`src/rtl/pipe_pkg.sv`:
```
// Shared types and constants for the elastic pipeline stage register.
package pipe_pkg;

   typedef enum logic [1:0] {
      EMPTY = 2'd0,
      FULL  = 2'd1,
      SKID  = 2'd2
   } slice_state_e;

   localparam int CTRL_REGWRITE = 0;
   localparam int CTRL_MEMWRITE = 1;
   localparam int CTRL_JUMP     = 2;
   localparam int CTRL_BRANCH   = 3;

   localparam int DEPTH_MAX = 4;

endpackage

```
`src/rtl/pipe_skid_slice.sv`:
```
// One skid slice: a main register plus a skid register, so in_ready never
// depends combinationally on out_ready.
module pipe_skid_slice
   import pipe_pkg::*;
#(
   parameter int DATA_W = 128,
   parameter int CTRL_W = 8
) (
   input  logic              clk,
   input  logic              rst_n,
   input  logic              stall,
   input  logic              flush,
   input  logic              in_valid,
   output logic              in_ready,
   input  logic [CTRL_W-1:0] in_ctrl,
   input  logic [DATA_W-1:0] in_data,
   output logic              out_valid,
   input  logic              out_ready,
   output logic [CTRL_W-1:0] out_ctrl,
   output logic [DATA_W-1:0] out_data,
   output logic              occupied
);

   slice_state_e      state_reg;
   logic [CTRL_W-1:0] main_ctrl_reg;
   logic [CTRL_W-1:0] skid_ctrl_reg;
   logic [DATA_W-1:0] main_data_reg;
   logic [DATA_W-1:0] skid_data_reg;
   logic              go;
   logic              in_fire;
   logic              out_fire;

   // Stall, flush and reset all block transfers in both directions.
   assign go        = rst_n & ~stall & ~flush;
   assign in_ready  = (state_reg != SKID) & go;
   assign out_valid = (state_reg != EMPTY) & go;
   assign out_ctrl  = out_valid ? main_ctrl_reg : '0;
   assign out_data  = main_data_reg;
   assign occupied  = (state_reg != EMPTY);
   assign in_fire   = in_valid & in_ready;
   assign out_fire  = out_valid & out_ready;

   always_ff @(posedge clk) begin
      if (!rst_n) begin
         state_reg     <= EMPTY;
         main_ctrl_reg <= '0;
         skid_ctrl_reg <= '0;
         main_data_reg <= '0;
         skid_data_reg <= '0;
      end else if (flush) begin
         // Squashed entries lose their side-effect bits; data may linger.
         state_reg     <= EMPTY;
         main_ctrl_reg <= '0;
         skid_ctrl_reg <= '0;
      end else begin
         case (state_reg)
            EMPTY: begin
               if (in_fire) begin
                  main_ctrl_reg <= in_ctrl;
                  main_data_reg <= in_data;
                  state_reg     <= FULL;
               end
            end
            FULL: begin
               if (in_fire && out_fire) begin
                  main_ctrl_reg <= in_ctrl;
                  main_data_reg <= in_data;
               end else if (in_fire) begin
                  skid_ctrl_reg <= in_ctrl;
                  skid_data_reg <= in_data;
                  state_reg     <= SKID;
               end else if (out_fire) begin
                  main_ctrl_reg <= '0;
                  state_reg     <= EMPTY;
               end
            end
            SKID: begin
               if (out_fire) begin
                  main_ctrl_reg <= skid_ctrl_reg;
                  main_data_reg <= skid_data_reg;
                  skid_ctrl_reg <= '0;
                  state_reg     <= FULL;
               end
            end
            default: state_reg <= EMPTY;
         endcase
      end
   end

endmodule

```
`src/rtl/pipe_stage_reg.sv`:
```
// Elastic pipeline stage register: DEPTH cascaded skid slices with valid/ready,
// stall and flush. Define PIPE_STAGE_PERF_EN to add saturating perf counters.
module pipe_stage_reg
   import pipe_pkg::*;
#(
   parameter int DATA_W = 128,
   parameter int CTRL_W = 8,
   parameter int DEPTH  = 1,
   parameter int CNT_W  = 16
) (
   input  logic              clk,
   input  logic              rst_n,
   input  logic              in_valid,
   output logic              in_ready,
   input  logic [CTRL_W-1:0] in_ctrl,
   input  logic [DATA_W-1:0] in_data,
   input  logic              stall,
   input  logic              flush,
   output logic              out_valid,
   input  logic              out_ready,
   output logic [CTRL_W-1:0] out_ctrl,
   output logic [DATA_W-1:0] out_data
`ifdef PIPE_STAGE_PERF_EN
   ,
   output logic [CNT_W-1:0]  stall_cycles,
   output logic [CNT_W-1:0]  flush_kills,
   output logic [CNT_W-1:0]  bp_cycles
`endif
);

   // Out-of-range DEPTH is clamped into 1..DEPTH_MAX.
   localparam int NSLICE = (DEPTH < 1) ? 1 : ((DEPTH > DEPTH_MAX) ? DEPTH_MAX : DEPTH);

   logic              chain_valid [0:NSLICE];
   logic              chain_ready [0:NSLICE];
   logic [CTRL_W-1:0] chain_ctrl  [0:NSLICE];
   logic [DATA_W-1:0] chain_data  [0:NSLICE];
   logic [NSLICE-1:0] occupied;

   assign chain_valid[0]      = in_valid;
   assign chain_ctrl[0]       = in_ctrl;
   assign chain_data[0]       = in_data;
   assign in_ready            = chain_ready[0];
   assign chain_ready[NSLICE] = out_ready;
   assign out_valid           = chain_valid[NSLICE];
   assign out_ctrl            = chain_ctrl[NSLICE];
   assign out_data            = chain_data[NSLICE];

   for (genvar gi = 0; gi < NSLICE; gi++) begin : g_slice
      pipe_skid_slice #(
         .DATA_W (DATA_W),
         .CTRL_W (CTRL_W)
      ) u_slice (
         .clk       (clk),
         .rst_n     (rst_n),
         .stall     (stall),
         .flush     (flush),
         .in_valid  (chain_valid[gi]),
         .in_ready  (chain_ready[gi]),
         .in_ctrl   (chain_ctrl[gi]),
         .in_data   (chain_data[gi]),
         .out_valid (chain_valid[gi+1]),
         .out_ready (chain_ready[gi+1]),
         .out_ctrl  (chain_ctrl[gi+1]),
         .out_data  (chain_data[gi+1]),
         .occupied  (occupied[gi])
      );
   end

`ifdef PIPE_STAGE_PERF_EN
   // Counters saturate and are cleared only by reset, never by flush.
   always_ff @(posedge clk) begin
      if (!rst_n) begin
         stall_cycles <= '0;
         flush_kills  <= '0;
         bp_cycles    <= '0;
      end else begin
         if (stall && !flush && (stall_cycles != '1))
            stall_cycles <= stall_cycles + 1'b1;
         if (flush && (|occupied) && (flush_kills != '1))
            flush_kills <= flush_kills + 1'b1;
         if (out_valid && !out_ready && (bp_cycles != '1))
            bp_cycles <= bp_cycles + 1'b1;
      end
   end
`else
   localparam int CNT_W_UNUSED = CNT_W;
   logic occupied_unused;
   assign occupied_unused = |occupied;
`endif

endmodule
```
`config.mk`:
```
export PLATFORM = sky130hd
export DESIGN_NAME = pipe_stage_reg
export DESIGN_NICKNAME = d
export VERILOG_FILES = /design/src/rtl/pipe_pkg.sv /design/src/rtl/pipe_skid_slice.sv /design/src/rtl/pipe_stage_reg.sv
export SDC_FILE = /design/constraint.sdc
export NUM_CORES = 1
export LEC_CHECK = 0
export BUFFER_PORTS_ARGS = -buffer_cell sky130_fd_sc_hd__buf_2
export CAP_MARGIN = 20
export CORE_ASPECT_RATIO = 0.5
export CORE_MARGIN = 3
export CORE_UTILIZATION = 30
export CTS_CLUSTER_SIZE = 8
export DETAILED_ROUTE_END_ITERATION = 16
export PLACE_DENSITY = 0.51
export SYNTH_ARGS = -nofsm -noshare
export SYNTH_HDL_FRONTEND = slang
export SYNTH_HIERARCHICAL = 1
export SYNTH_SLANG_ARGS = --single-unit
```
`constraint.sdc`:
```
create_clock -name clk -period 2.8 [get_ports clk]
set_input_delay 0.14 -clock clk [delete_from_list [all_inputs] [get_ports clk]]
set_output_delay 0.14 -clock clk [all_outputs]
set_load 0.03 [all_outputs]
```
==> metrics.cfg <==
[status]
status = complete, no violations

[power_and_ir_drop]
seqPwrFrac = 0.420
switchingPower_mw = 2.89
clkPwrFrac = 0.416
switching_share = 0.284
irDropWorstVdd_v = 0.000369
p_int_mw = 7.31
combPwrFrac = 0.164
powerDensity_nw_per_um2 = 637
p_leak_nw = 6.12

[timing]
clock_skew_ns = 0.0266
setup_tns_ns = 0
max_freq_ghz = 0.384
slew_headroom = 0.368
setup_viol = 0
rsz0062_at_grt = false
finalHoldViolCount = 0
slew_viol_final = 0
tightest_slew_ns = 0.947
layout_setup_ws_ns = 0.198
period_share = 0.929
post-route-min-period_ns = 2.60

[synth]
yosysWarnings = 6
syn_inst = 1387
syn_area_per_cell_um2 = 8.52
syn-num-nets = 1533
syn_area_um2 = 11800

[floorplanning]
die_height_um = 146
core_um2 = 38100
die_area_um2 = 42000
io_pins = 280
num_rows = 50
die_w_um = 287
start_util = 0.310

[setup_path]
reg2reg_from = g_slice[0].u_slice/state_reg[0]
worstPathRequired_ns = 3.19
cp-endpoint = g_slice[0].u_slice/out_data[48]
cp_num_cells = 9
reg2reg_to = g_slice[0].u_slice/out_data[48]
cp-startpoint = g_slice[0].u_slice/state_reg[0]
r2r.worst_path.cells = 9
critPathBufInv = 3
reg2reg_slack_ns = 0.20
slowest_stage = or4b_4
crit_family = simple AND/OR/NAND/NOR gates
cpPeakStageDelay_ns = 0.54
critPathKind = register to register
path_max_fanout = 100
cp-end-kind = register
cp-start-kind = register
cp_cell_sequence = inv_1 > ha_1 > or4b_4 > clkinv_2 > nand2_2 > o311a_4 > buf_12 > nand3_1 > o21ai_0
cp.arrival_ns = 2.99

[cts]
clk_pin_slew_worst_paths_ns = 0.05
post_cts_buffers = 0
clock_sinks = 274
cts_resized = 0
clkLatencyLatePin_ns = 0.54
cts_hold_buf = 136
numCtsBuffers = 40
cts_buffer_depth = 3
cts_tree = done
htree_levels = 2
cts_root_buf = clkbuf_16

[global_route]
grt_first_pass_wirelength_um = 56200
grt_overflow = 0
grt_max_degree = 206
antenna_found_initial = 4
grt_pass1_vias = 10200
grt_use_total = 0.164

[hold_path]
hold_class = input port to register

[finish]
fillers = 3853
area_growth_pct = 35.4
layout-drive-gt1-share = 0.228
fin_area_um2 = 16000
finalNetCount = 1873

[route]
drt_iter0_markers = 504
avgRoutedWirePerCell_um = 15.6
first_pass_iters = 4
drc_errors = 0
via_count = 10500
totalWireLength_um = 35200
viasPerCell = 4.68
postRouteAntennaNets = 0

[run]
maxCapViolCount = 0

[placement]
dp_hpwl_um = 21200
place_area_um2 = 13600
dp_slack_ns = 0.230
port_buffers = 279
gp_congestion = 0.735

[tightest hold or removal path: stages]
cell and delay, ns:
buf_2 0.15, a21oi_4 0.09, buf_12 0.18, nand2_1 0.09, a21boi_1 0.05
[how the worst min path moves through the flow]
stage | endpoint | depth (start not counted) | start
finish | g_slice[0].u_slice/skid_data_reg[108] | 5 | out_ready
global route | g_slice[0].u_slice/skid_data_reg[119] | 5 | out_ready
CTS | g_slice[0].u_slice/skid_data_reg[119] | 5 | out_ready
detailed placement | g_slice[0].u_slice/skid_data_reg[125] | 3 | in_data[125]
global placement | g_slice[0].u_slice/skid_data_reg[123] | 3 | in_data[123]
floorplan | g_slice[0].u_slice/skid_data_reg[108] | 2 | in_data[108]
[cells in the final DEF, fill, tap and decap left out, drive strengths merged, types with 6 or more instances in the layout]
cell type,count
a211oi,124
a21boi,128
a221oi,8
a22oi,8
and2,10
buf,294
clkbuf,41
dfxtp,274
dlygate4sd3,136
mux2,6
nand2,258
nand3,129
nor2,20
nor2b,123
nor3,9
o21ai,134
[through the flow]
stage	cells	util	hold WS [ns]	power [mW]
2_1_floorplan	1387	-	0.275	5.37
3_3_place_gp	2069	0.356	0.393	5.89
3_5_place_dp	2069	0.356	0.397	5.90
4_1_cts	2249	0.420	0.225	10.4
5_1_grt	2253	0.420	0.261	10.7
6_report	2253	0.420	0.247	10.2
[final cells by class]
class / count / area [um^2] / share of cell area
tap: 520 / 651 / 0.0406
clock buffer: 40 / 1000 / 0.0625
antenna: 4 / 10.0 / 0.000625
multi-input combinational: 975 / 5760 / 0.360
sequential: 274 / 5490 / 0.343
inverter: 5 / 20.0 / 0.00125
clock inverter: 4 / 57.6 / 0.00359
timing repair buffer: 431 / 3030 / 0.189
[power groups by stage]
| stage | Combinational [mW] | Clock, mW | Sequential (mW) |
|---|---|---|---|
| 3_5_place_dp | 1.54 | 0 | 4.36 |
| 6_report | 1.68 | 4.24 | 4.28 |
| 3_3_place_gp | 1.53 | 0 | 4.36 |
| 4_1_cts | 1.70 | 4.42 | 4.28 |
| 2_1_floorplan | 0.677 | 0 | 4.69 |
| 5_1_grt | 1.83 | 4.57 | 4.30 |
[routing by layer]
metal	vias up	global-route usage	wire length, um
met5	-	0	0
met4	0	0.0513	859
met3	59	0.0296	1030
met2	133	0.296	18100
met1	4862	0.198	15200
li1	5482	-	-
Power figures use the tool's default switching activity.
